`src/rtl/regfile_wr_arb_pkg.sv`:
```
// Shared definitions for the register-file write-port arbiter.
//   REG_AW / REG_DW : default register address / data widths
//   NUM_REGS        : number of architectural registers
//   PC_IDX          : register index that holds the program counter
//   arb_state_e     : arbiter FSM state encoding
package regfile_wr_arb_pkg;

  localparam int REG_AW   = 3;
  localparam int REG_DW   = 16;
  localparam int NUM_REGS = 2 ** REG_AW;
  localparam int PC_IDX   = 7;

  typedef enum logic {
    ST_ARB  = 1'b0,  // round-robin among all valid requesters
    ST_LOCK = 1'b1   // grant reserved for the burst owner
  } arb_state_e;

endpackage

```
`src/rtl/regfile_wr_arb_rr_pick.sv`:
```
// Combinational round-robin priority encoder.
// Searches i_valid starting at i_ptr and wrapping modulo N; the first set
// bit found wins.
//   i_valid : request vector
//   i_ptr   : index holding highest priority this cycle
//   o_grant : one-hot winner (all zero when nothing is valid)
//   o_idx   : binary index of the winner (0 when nothing is valid)
module rr_pick #(
  parameter int N  = 3,
  parameter int PW = (N > 1) ? $clog2(N) : 1
) (
  input  logic [N-1:0]  i_valid,
  input  logic [PW-1:0] i_ptr,
  output logic [N-1:0]  o_grant,
  output logic [PW-1:0] o_idx
);

  logic          w_found;
  logic [PW:0]   w_sum;
  logic [PW-1:0] w_pos;

  always_comb begin
    // NOTE: every variable assigned here gets a default first, so no path
    // through the loop can leave one unassigned and infer a latch.
    o_grant = '0;
    o_idx   = '0;
    w_found = 1'b0;
    w_sum   = '0;
    w_pos   = '0;
    for (int k = 0; k < N; k++) begin
      // (ptr + k) mod N without a divider: one conditional subtract suffices
      w_sum = {1'b0, i_ptr} + (PW+1)'(k);
      if (w_sum >= (PW+1)'(N)) w_sum = w_sum - (PW+1)'(N);
      w_pos = w_sum[PW-1:0];
      if (!w_found && i_valid[w_pos]) begin
        w_found        = 1'b1;
        o_grant[w_pos] = 1'b1;
        o_idx          = w_pos;
      end
    end
  end

endmodule

```
`src/rtl/regfile_wr_arb.sv`:
```
// Register-file write-port arbiter.
// Shares one registered write port among NREQ writeback sources using
// round-robin arbitration, with an optional burst lock that lets one
// requester keep the port for up to MAXBURST back-to-back writes.
//   clk, rst   : clock (rising edge), asynchronous active-low reset
//   req_valid  : per-requester write request
//   req_lock   : requester wants to keep the grant after this transfer
//   req_addr   : per-requester destination register, packed AW each
//   req_data   : per-requester write data, packed DW each
//   req_ready  : one-hot (or zero) grant, combinational
//   regen      : registered register-file write enable
//   inaddr     : registered write address
//   wdata      : registered write data
//   pending    : one-hot of the register being written at the next edge
//   locked     : high while a burst owner holds the port
module regfile_wr_arb
  import regfile_wr_arb_pkg::*;
#(
  parameter int NREQ     = 3,
  parameter int AW       = REG_AW,
  parameter int DW       = REG_DW,
  parameter int MAXBURST = 4
) (
  input  logic                 clk,
  input  logic                 rst,
  input  logic [NREQ-1:0]      req_valid,
  input  logic [NREQ-1:0]      req_lock,
  input  logic [NREQ*AW-1:0]   req_addr,
  input  logic [NREQ*DW-1:0]   req_data,
  output logic [NREQ-1:0]      req_ready,
  output logic                 regen,
  output logic [AW-1:0]        inaddr,
  output logic [DW-1:0]        wdata,
  output logic [2**AW-1:0]     pending,
  output logic                 locked
);

  localparam int PW = $clog2(NREQ);
  localparam int CW = $clog2(MAXBURST + 1);

  arb_state_e    r_state, w_state_nxt;
  logic [PW-1:0] r_ptr, w_ptr_nxt;
  logic [PW-1:0] r_owner, w_owner_nxt;
  logic [CW-1:0] r_count, w_count_nxt;

  logic          r_regen;
  logic [AW-1:0] r_inaddr;
  logic [DW-1:0] r_wdata;

  logic [NREQ-1:0] w_pick_grant;
  logic [PW-1:0]   w_pick_idx;
  logic [PW-1:0]   w_gidx;
  logic            w_xfer;

  function automatic logic [PW-1:0] wrap_inc(input logic [PW-1:0] v);
    return (v == PW'(NREQ - 1)) ? '0 : v + PW'(1);
  endfunction

  rr_pick #(.N(NREQ), .PW(PW)) u_pick (
    .i_valid (req_valid),
    .i_ptr   (r_ptr),
    .o_grant (w_pick_grant),
    .o_idx   (w_pick_idx)
  );

  // Winner index: the owner while locked, otherwise the round-robin pick.
  assign w_gidx = (r_state == ST_LOCK) ? r_owner : w_pick_idx;
  assign w_xfer = |(req_valid & req_ready);

  // State register
  always_ff @(posedge clk or negedge rst) begin
    // NOTE: sequential state uses non-blocking assignments so every register
    // samples the pre-edge values regardless of statement order.
    if (!rst) begin
      r_state <= ST_ARB;
      r_ptr   <= '0;
      r_owner <= '0;
      r_count <= '0;
    end else begin
      r_state <= w_state_nxt;
      r_ptr   <= w_ptr_nxt;
      r_owner <= w_owner_nxt;
      r_count <= w_count_nxt;
    end
  end

  // Next-state logic
  always_comb begin
    w_state_nxt = r_state;
    w_ptr_nxt   = r_ptr;
    w_owner_nxt = r_owner;
    w_count_nxt = r_count;
    unique case (r_state)
      ST_ARB: begin
        if (w_xfer) begin
          if (req_lock[w_gidx] && (MAXBURST > 1)) begin
            w_state_nxt = ST_LOCK;
            w_owner_nxt = w_gidx;
            w_count_nxt = CW'(1);
          end else begin
            w_ptr_nxt = wrap_inc(w_gidx);
          end
        end
      end
      ST_LOCK: begin
        // While locked the owner transfers whenever it is valid, so a valid
        // owner either extends the burst or ends it with this transfer.
        if (req_valid[r_owner] && req_lock[r_owner] &&
            (int'(r_count) + 1 < MAXBURST)) begin
          w_count_nxt = r_count + CW'(1);
        end else begin
          w_state_nxt = ST_ARB;
          w_ptr_nxt   = wrap_inc(r_owner);
          w_count_nxt = '0;
        end
      end
      default: w_state_nxt = ST_ARB;
    endcase
  end

  // Output logic. Ready is gated by reset so no handshake can be seen while
  // the block is held in reset, even though the picker still sees valids.
  always_comb begin
    req_ready = '0;
    if (rst) begin
      if (r_state == ST_LOCK) req_ready[r_owner] = req_valid[r_owner];
      else                    req_ready = w_pick_grant;
    end
  end

  assign locked = (r_state == ST_LOCK);

  // Registered write port
  always_ff @(posedge clk or negedge rst) begin
    // NOTE: address/data are reset too, so the register file never sees X
    // on its inputs even though regen=0 masks them.
    if (!rst) begin
      r_regen  <= 1'b0;
      r_inaddr <= '0;
      r_wdata  <= '0;
    end else begin
      r_regen <= w_xfer;
      if (w_xfer) begin
        r_inaddr <= req_addr[w_gidx*AW +: AW];
        r_wdata  <= req_data[w_gidx*DW +: DW];
      end
    end
  end

  assign regen  = r_regen;
  assign inaddr = r_inaddr;
  assign wdata  = r_wdata;

  always_comb begin
    pending = '0;
    if (r_regen) pending[r_inaddr] = 1'b1;
  end

endmodule
```
`config.mk`:
```
export PLATFORM = sky130hd
export DESIGN_NAME = regfile_wr_arb
export DESIGN_NICKNAME = d
export VERILOG_FILES = /design/src/rtl/regfile_wr_arb_pkg.sv /design/src/rtl/regfile_wr_arb_rr_pick.sv /design/src/rtl/regfile_wr_arb.sv
export SDC_FILE = /design/constraint.sdc
export NUM_CORES = 1
export LEC_CHECK = 0
export BUFFER_PORTS_ARGS = -buffer_cell sky130_fd_sc_hd__buf_2
export CAP_MARGIN = 5
export CELL_PAD_IN_SITES_DETAIL_PLACEMENT = 0
export CELL_PAD_IN_SITES_GLOBAL_PLACEMENT = 1
export CORE_MARGIN = 2
export CORE_UTILIZATION = 30
export DETAILED_ROUTE_END_ITERATION = 10
export PLACE_DENSITY = 0.78
export SYNTH_ARGS = -nofsm -noshare
export SYNTH_HDL_FRONTEND = slang
export SYNTH_HIERARCHICAL = 1
export SYNTH_SLANG_ARGS = --single-unit
```
`constraint.sdc`:
```
create_clock -name clk -period 2.7 [get_ports clk]
set_input_delay 0.27 -clock clk [delete_from_list [all_inputs] [get_ports clk]]
set_output_delay 0.27 -clock clk [all_outputs]
set_load 0.1 [all_outputs]
```
; ---- Word level (Yosys, flattened, before mapping)
; Cells that the tools add are included.
[word_totals]
reg_bits = 28
latch_bits = 0
ram_bits = 0
romBits = 0
input_bits = 65
out_inout_bits = 32
wordCells = 111
memories = 0
[classes]
add_sub_neg = 9
multipliers = 1
div_mod_pow = 0
magnitude_cmp = 15
eq_ne = 6
shift = 2
n_mux = 51
bitwise_logic = 5
n_reduce_logical = 15
[ops]
columns = cell, n
row1 = 48-bit by 7-bit indexed part select with 16-bit output, 1
row2 = 2-bit 2-to-1 mux, 12
row3 = 3-bit 2-to-1 mux, 8
row4 = 1-bit 2-to-1 mux, 16
row5 = "2-bit by 3-bit less-than comparator with 1-bit output, second input constant", 5
row6 = 1-bit binary-select mux with 2-bit select, 6
row7 = 1-bit logical AND, 9
row8 = 9-bit by 5-bit indexed part select with 3-bit output, 1
row9 = 1-bit demux with 2-bit select, 4
row10 = "2-bit by 1-bit greater-or-equal comparator with 1-bit output, second input constant", 4
row11 = 8-bit 2-to-1 mux, 1
row12 = "2-bit != test, second input constant", 4
row13 = 3-bit bitwise AND, 2
row14 = "3-bit by 2-bit greater-or-equal comparator with 1-bit output, second input constant", 2
row15 = 3-bit OR, 2
row16 = 3-bit one-hot mux with 2 select lines, 1
row17 = 3-bit AND reduction, 2
row18 = "2-bit subtractor, second input constant", 3
row19 = "2-bit by 1-bit adder with 2-bit output, second input constant", 2
row20 = "3-bit by 1-bit adder with 4-bit output, second input constant", 1
row21 = "2-bit == test, second input constant", 2
row22 = "3-bit by 4-bit less-than comparator with 1-bit output, second input constant", 1
row23 = "4-bit by 3-bit less-than comparator with 1-bit output, second input constant", 1
row24 = "2-bit by 2-bit multiplier with 4-bit output, second input constant", 1
row25 = 12 further kinds, 13

; ---- Logic depth before layout (Yosys ltp)
[depth]
depth_word = 17
ltp_mapped = 13
ltp_nobuf = 11

; ---- By module
; The synthesis kept the hierarchy.
[by_module_without_submodules]
columns = mod, instances, cells_each, area_per_inst_um2, seq_area_each_um2
row1 = regfile_wr_arb, 1, 205, 1801.7, 700.7
row2 = rr_pick, 1, 42, 285.3, 0.0

; ---- Worst setup path after synthesis
; Ideal clock, no wire load.
[synth_path]
kind = reg2out
from = register r_regen (netlist: regen)
to = output pending[1]
t_arrival_ns = 3.225
slack_ns = -0.795
path_stages_with_launch = 3
path_buffers = 0
cell_sequence = dfrtp_1 > nand2_1 > nor3_1
[synth_via]
elab_chain_cells = 1
[synth_lines]
columns = element, line
row1 = "start, declared", regfile_wr_arb.sv:46  ; logic r_regen;
row2 = "start signal, assigned", regfile_wr_arb.sv:142  ; r_regen <= w_xfer;
row3 = 8-bit 2-to-1 mux, regfile_wr_arb.sv:156  ; if (r_regen) pending[r_inaddr] = 1'b1;
row4 = "end, declared", regfile_wr_arb.sv:34  ; output logic [2**AW-1:0] pending,
; No other way between the ends.

; ---- Final worst setup path
[layout_path]
from = register r_ptr[0]
to = register r_owner[0]
[layout_lines]
columns = element, line
row1 = "start, declared", regfile_wr_arb.sv:42  ; logic [PW-1:0] r_ptr, w_ptr_nxt;
row2 = "start signal, assigned", regfile_wr_arb.sv:81  ; r_ptr <= w_ptr_nxt;
row3 = branches (longest 10 deep; another with 2-bit by 1-bit adder with 3-bit output), -
row4 = 2-bit 2-to-1 mux (*), regfile_wr_arb_rr_pick.sv:35  ; if (!w_found && i_valid[w_pos]) begin
row5 = via w_pick_idx[1], regfile_wr_arb.sv:51  ; logic [PW-1:0] w_pick_idx;
row6 = 2-bit 2-to-1 mux (*), regfile_wr_arb.sv:67  ; assign w_gidx = (r_state == ST_LOCK) ? r_owner : w_pick_idx;
row7 = 1-bit binary-select mux with 2-bit select (*), regfile_wr_arb.sv:96  ; if (req_lock[w_gidx] && (MAXBURST > 1)) begin
row8 = 1-bit 2-to-1 mux (not written as such) (*), regfile_wr_arb.sv:96
row9 = 3-bit AND reduction (no source line) (*), -
row10 = "end signal, assigned", regfile_wr_arb.sv:82  ; r_owner <= w_owner_nxt;
row11 = "end, declared", regfile_wr_arb.sv:43  ; logic [PW-1:0] r_owner, w_owner_nxt;
; Mark *: on every way through the listed nets, which the timed path passes. The select of a mux whose other input is x is not followed.
; A chain may end at the register's enable or synchronous reset.

==> flow_summary.rst <==
.. list-table::
   :header-rows: 1

   * - Metric
     - Value
   * - Critical path data required time
     - 2.87 ns
   * - Failing checks
     - setup timing
   * - Core utilization of the finished layout
     - 0.4881
   * - Master of the slowest instance on the critical path
     - sky130_fd_sc_hd__dfrtp_2
   * - Final worst path period share
     - 1.043
   * - Total routed wirelength
     - 6.568 mm
   * - Reg2reg setup slack
     - -0.12 ns
   * - Synthesized flop and latch total
     - 28
   * - List of cells traversed by the critical path
     - ha_4, mux2_4, a21oi_4, mux2i_1, o21ai_2, buf_4, nand2b_4, a21oi_4, o21ai_4, buf_4, or2_4, mux2_4
   * - Master cell of the clock root buffer
     - sky130_fd_sc_hd__clkbuf_8
   * - Maximum clock insertion buffer count
     - 2
   * - Maximum number of pins on one net before global-route repair
     - 41
   * - Total area of sequential cells
     - 701.9 um^2
   * - Worst reg2reg path depth
     - 12
   * - Class of the most critical hold timing path
     - input pin to async pin
   * - Number of rows in the core area
     - 30
   * - Pin slew with the least headroom to its limit
     - 0.6210 ns
   * - Commonest register cell after synthesis
     - sky130_fd_sc_hd__dfrtp_1
   * - Dpl hpwl
     - 4.654 mm
   * - I/O pin total
     - 97
   * - Total number of yosys warnings
     - 6
   * - H-tree levels
     - 1
   * - Leading cell type in the layout, fill and taps excluded
     - sky130_fd_sc_hd__buf_2
   * - # setup viols final
     - 4
   * - Cell count after synthesis
     - 247
   * - Routed length per instance
     - 14.73 um
   * - Commonest non-fill, non-tap cells in the layout
     - 93 x sky130_fd_sc_hd__buf_2, 31 x sky130_fd_sc_hd__a21oi_1, 27 x sky130_fd_sc_hd__dfrtp_1
   * - Wire length of the first global-routing pass
     - 9.218 mm
   * - Number of slew-limit violations in the final report
     - 0
   * - Post-synthesis cell area
     - 2087 um^2
   * - Ratio of routed vias to standard cells
     - 5.020
   * - Final count of hold timing violations
     - 0
   * - Syn_nets
     - 317
   * - Crit-path max cell delay
     - 0.45 ns
   * - Arrival time of data at the critical path endpoint
     - 2.98 ns
   * - Clock tree from TritonCTS
     - built
   * - Die height
     - 87.41 um
   * - Area growth, synth to finish
     - 58.03%
   * - Worst r2r dst
     - r_owner[0]
   * - Clock Skews
     - 0.006077 ns
   * - Placed inst area
     - 2839 um^2
   * - Via Count
     - 2239
   * - Diodes inserted
     - 0
   * - Accumulated negative setup slack
     - -0.3221 ns
   * - Unrepaired setup endpoints after global routing
     - yes
   * - Cell variety after synth
     - 42
   * - Total CTS buffers
     - 3
   * - Count of buffer and inverter cells on the critical path
     - 2
   * - Reg2Reg Launch Point
     - r_ptr[0]
   * - Via count of the first global-routing pass
     - 1997
   * - Die ar.
     - 7640 um^2
   * - Cell class contributing the biggest share of worst-path delay
     - multiplexers
   * - Insertion delay of the later-clocked pin in the worst-skew pair
     - 0.28 ns
   * - Clock transition at the register clock pins on the worst setup and hold paths after CTS
     - 0.10 ns
   * - Seq/Total Area, Yosys
     - 0.3357
   * - Die X
     - 87.41 um
   * - Max capacitance violation total
     - 0
   * - Worst-path fanout max
     - 4
   * - Type of origin of the critical path
     - flip-flop
   * - Clock Sinks
     - 28
   * - Number of buffer cells added on primary ports
     - 96
   * - Initial standard-cell utilization of the core
     - 0.3089
   * - Highest achievable clock rate
     - 355.2 MHz
   * - Number of design rule violations left after detail routing
     - 0
   * - Worst setup path category
     - flip-flop to flip-flop
   * - Filler Cell Count
     - 647
   * - Status
     - finished with violations
   * - Final non-filler cell area
     - 3298 um^2
   * - Worst max-slew margin expressed relative to the limit
     - 0.5860
   * - Type of element capturing the critical path
     - flip-flop
   * - GRT Total Usage
     - 0.1506
   * - Post-synthesis average cell area
     - 8.449 um^2
   * - Antenna violations before repair
     - 0
   * - Layout net count
     - 437
   * - Placeable core area
     - 6756 um^2
   * - Fraction of final layout cells sized beyond drive strength 1
     - 0.5082
   * - Final Critical Period
     - 2.815 ns
   * - Antenna Violating Nets Remaining
     - 0
   * - Post-route worst setup slack
     - -0.1155 ns
   * - Routability-driven placement congestion ratio
     - 0.8966
   * - Total congestion overflow after global routing
     - 0
   * - Area occupied by multi-input gates
     - 1485 um^2
   * - Number of enable flip-flop cells after synthesis
     - 0
   * - Asr flop ratio synth
     - 1.000
   * - Drt first-iter violations
     - 83
   * - Number of search-and-repair iterations in the first detailed-routing pass
     - 4
==> per-stage QoR <==
step	hold slack, ns	cells	setup WS [ns]
final	0.1310	446	-0.1155
after global routing	0.1617	446	-0.2073
after global placement	0.4437	428	-0.1801
after floorplan	-0.02559	247	-0.06829
after detailed placement	0.4460	428	-0.1910
after CTS	0.1368	433	-0.09565
==> final cells by class <==
type / count / area share
Multi-Input combinational cell: 180 / 0.4503
Timing Repair Buffer: 127 / 0.2591
Sequential cell: 28 / 0.2128
Inverter: 27 / 0.03073
Tap cell: 80 / 0.03035
Clock buffer: 4 / 0.01669
==> Yosys cell counts, drive strengths merged, types with 2 or more instances <==
library cell | instances | area (um^2)
and3b | 3 | 26.28
nor2b | 5 | 31.28
nand3 | 2 | 10.01
and3 | 3 | 20.02
a31oi | 3 | 18.77
nor3b | 4 | 35.03
dfrtp | 28 | 700.7
buf | 7 | 41.29
clkbuf | 5 | 18.77
nand3b | 2 | 15.01
nand2 | 12 | 45.04
a21oi | 34 | 173.9
mux2 | 7 | 90.08
inv | 27 | 101.4
ha | 5 | 62.56
o21ai | 8 | 40.04
nor3 | 2 | 10.01
o211ai | 4 | 30.03
and2b | 3 | 22.52
nor2 | 26 | 97.59
a211oi | 20 | 155.1
mux2i | 22 | 224.0
nand2b | 5 | 31.28
==> worst max path at each step <==
stage               startpoint          to  slack [ns]  depth (start not counted)
floorplan             r_ptr[1]    r_ptr[0]       -0.07                         11
global placement      r_ptr[0]    r_ptr[0]       -0.18                         11
detailed placement    r_ptr[0]    r_ptr[0]       -0.19                         11
CTS                   r_ptr[0]    r_ptr[0]        -0.1                         10
global route          r_ptr[1]  r_owner[0]       -0.21                         13
finish                r_ptr[0]  r_owner[0]       -0.12                         12
==> kinds of logic after synthesis <==
family                     Yosys count  synth area share
AOI/OAI and AO/OA                   73            0.2176
buffers and inverters               39           0.07734
adders and majority gates            5           0.02998
and+or+nand+nor                     73            0.1888
muxes                               29            0.1505
DFF                                 28            0.3357
==> sequential cells by signal, summed over array words and instances, names as in the netlist <==
name	count
wdata	16
inaddr	3
r_count	3
r_owner	2
r_ptr	2
locked	1
regen	1
==> routing by layer <==
layer | GRT usage | part of all wire | vias to the layer above | routed length, um
li1 | - | - | 1104 | -
met1 | 0.1970 | 0.42 | 1068 | 2778
met2 | 0.2472 | 0.51 | 56 | 3378
met3 | 0.03697 | 0.046 | 11 | 304
met4 | 0.04056 | 0.016 | 0 | 107
met5 | 0 | 0 | - | 0
==> timing repair <==
action,CTS,global route
setup buffers,1,12
resized for setup,9,44
pin swaps,0,19
hold buffers,0,0
gates cloned,0,2
setup endpoints to repair,23,29
Power is left out: the tool's default activity adds up to more than one toggle a clock period on the data nets, which glitch-free logic cannot reach.
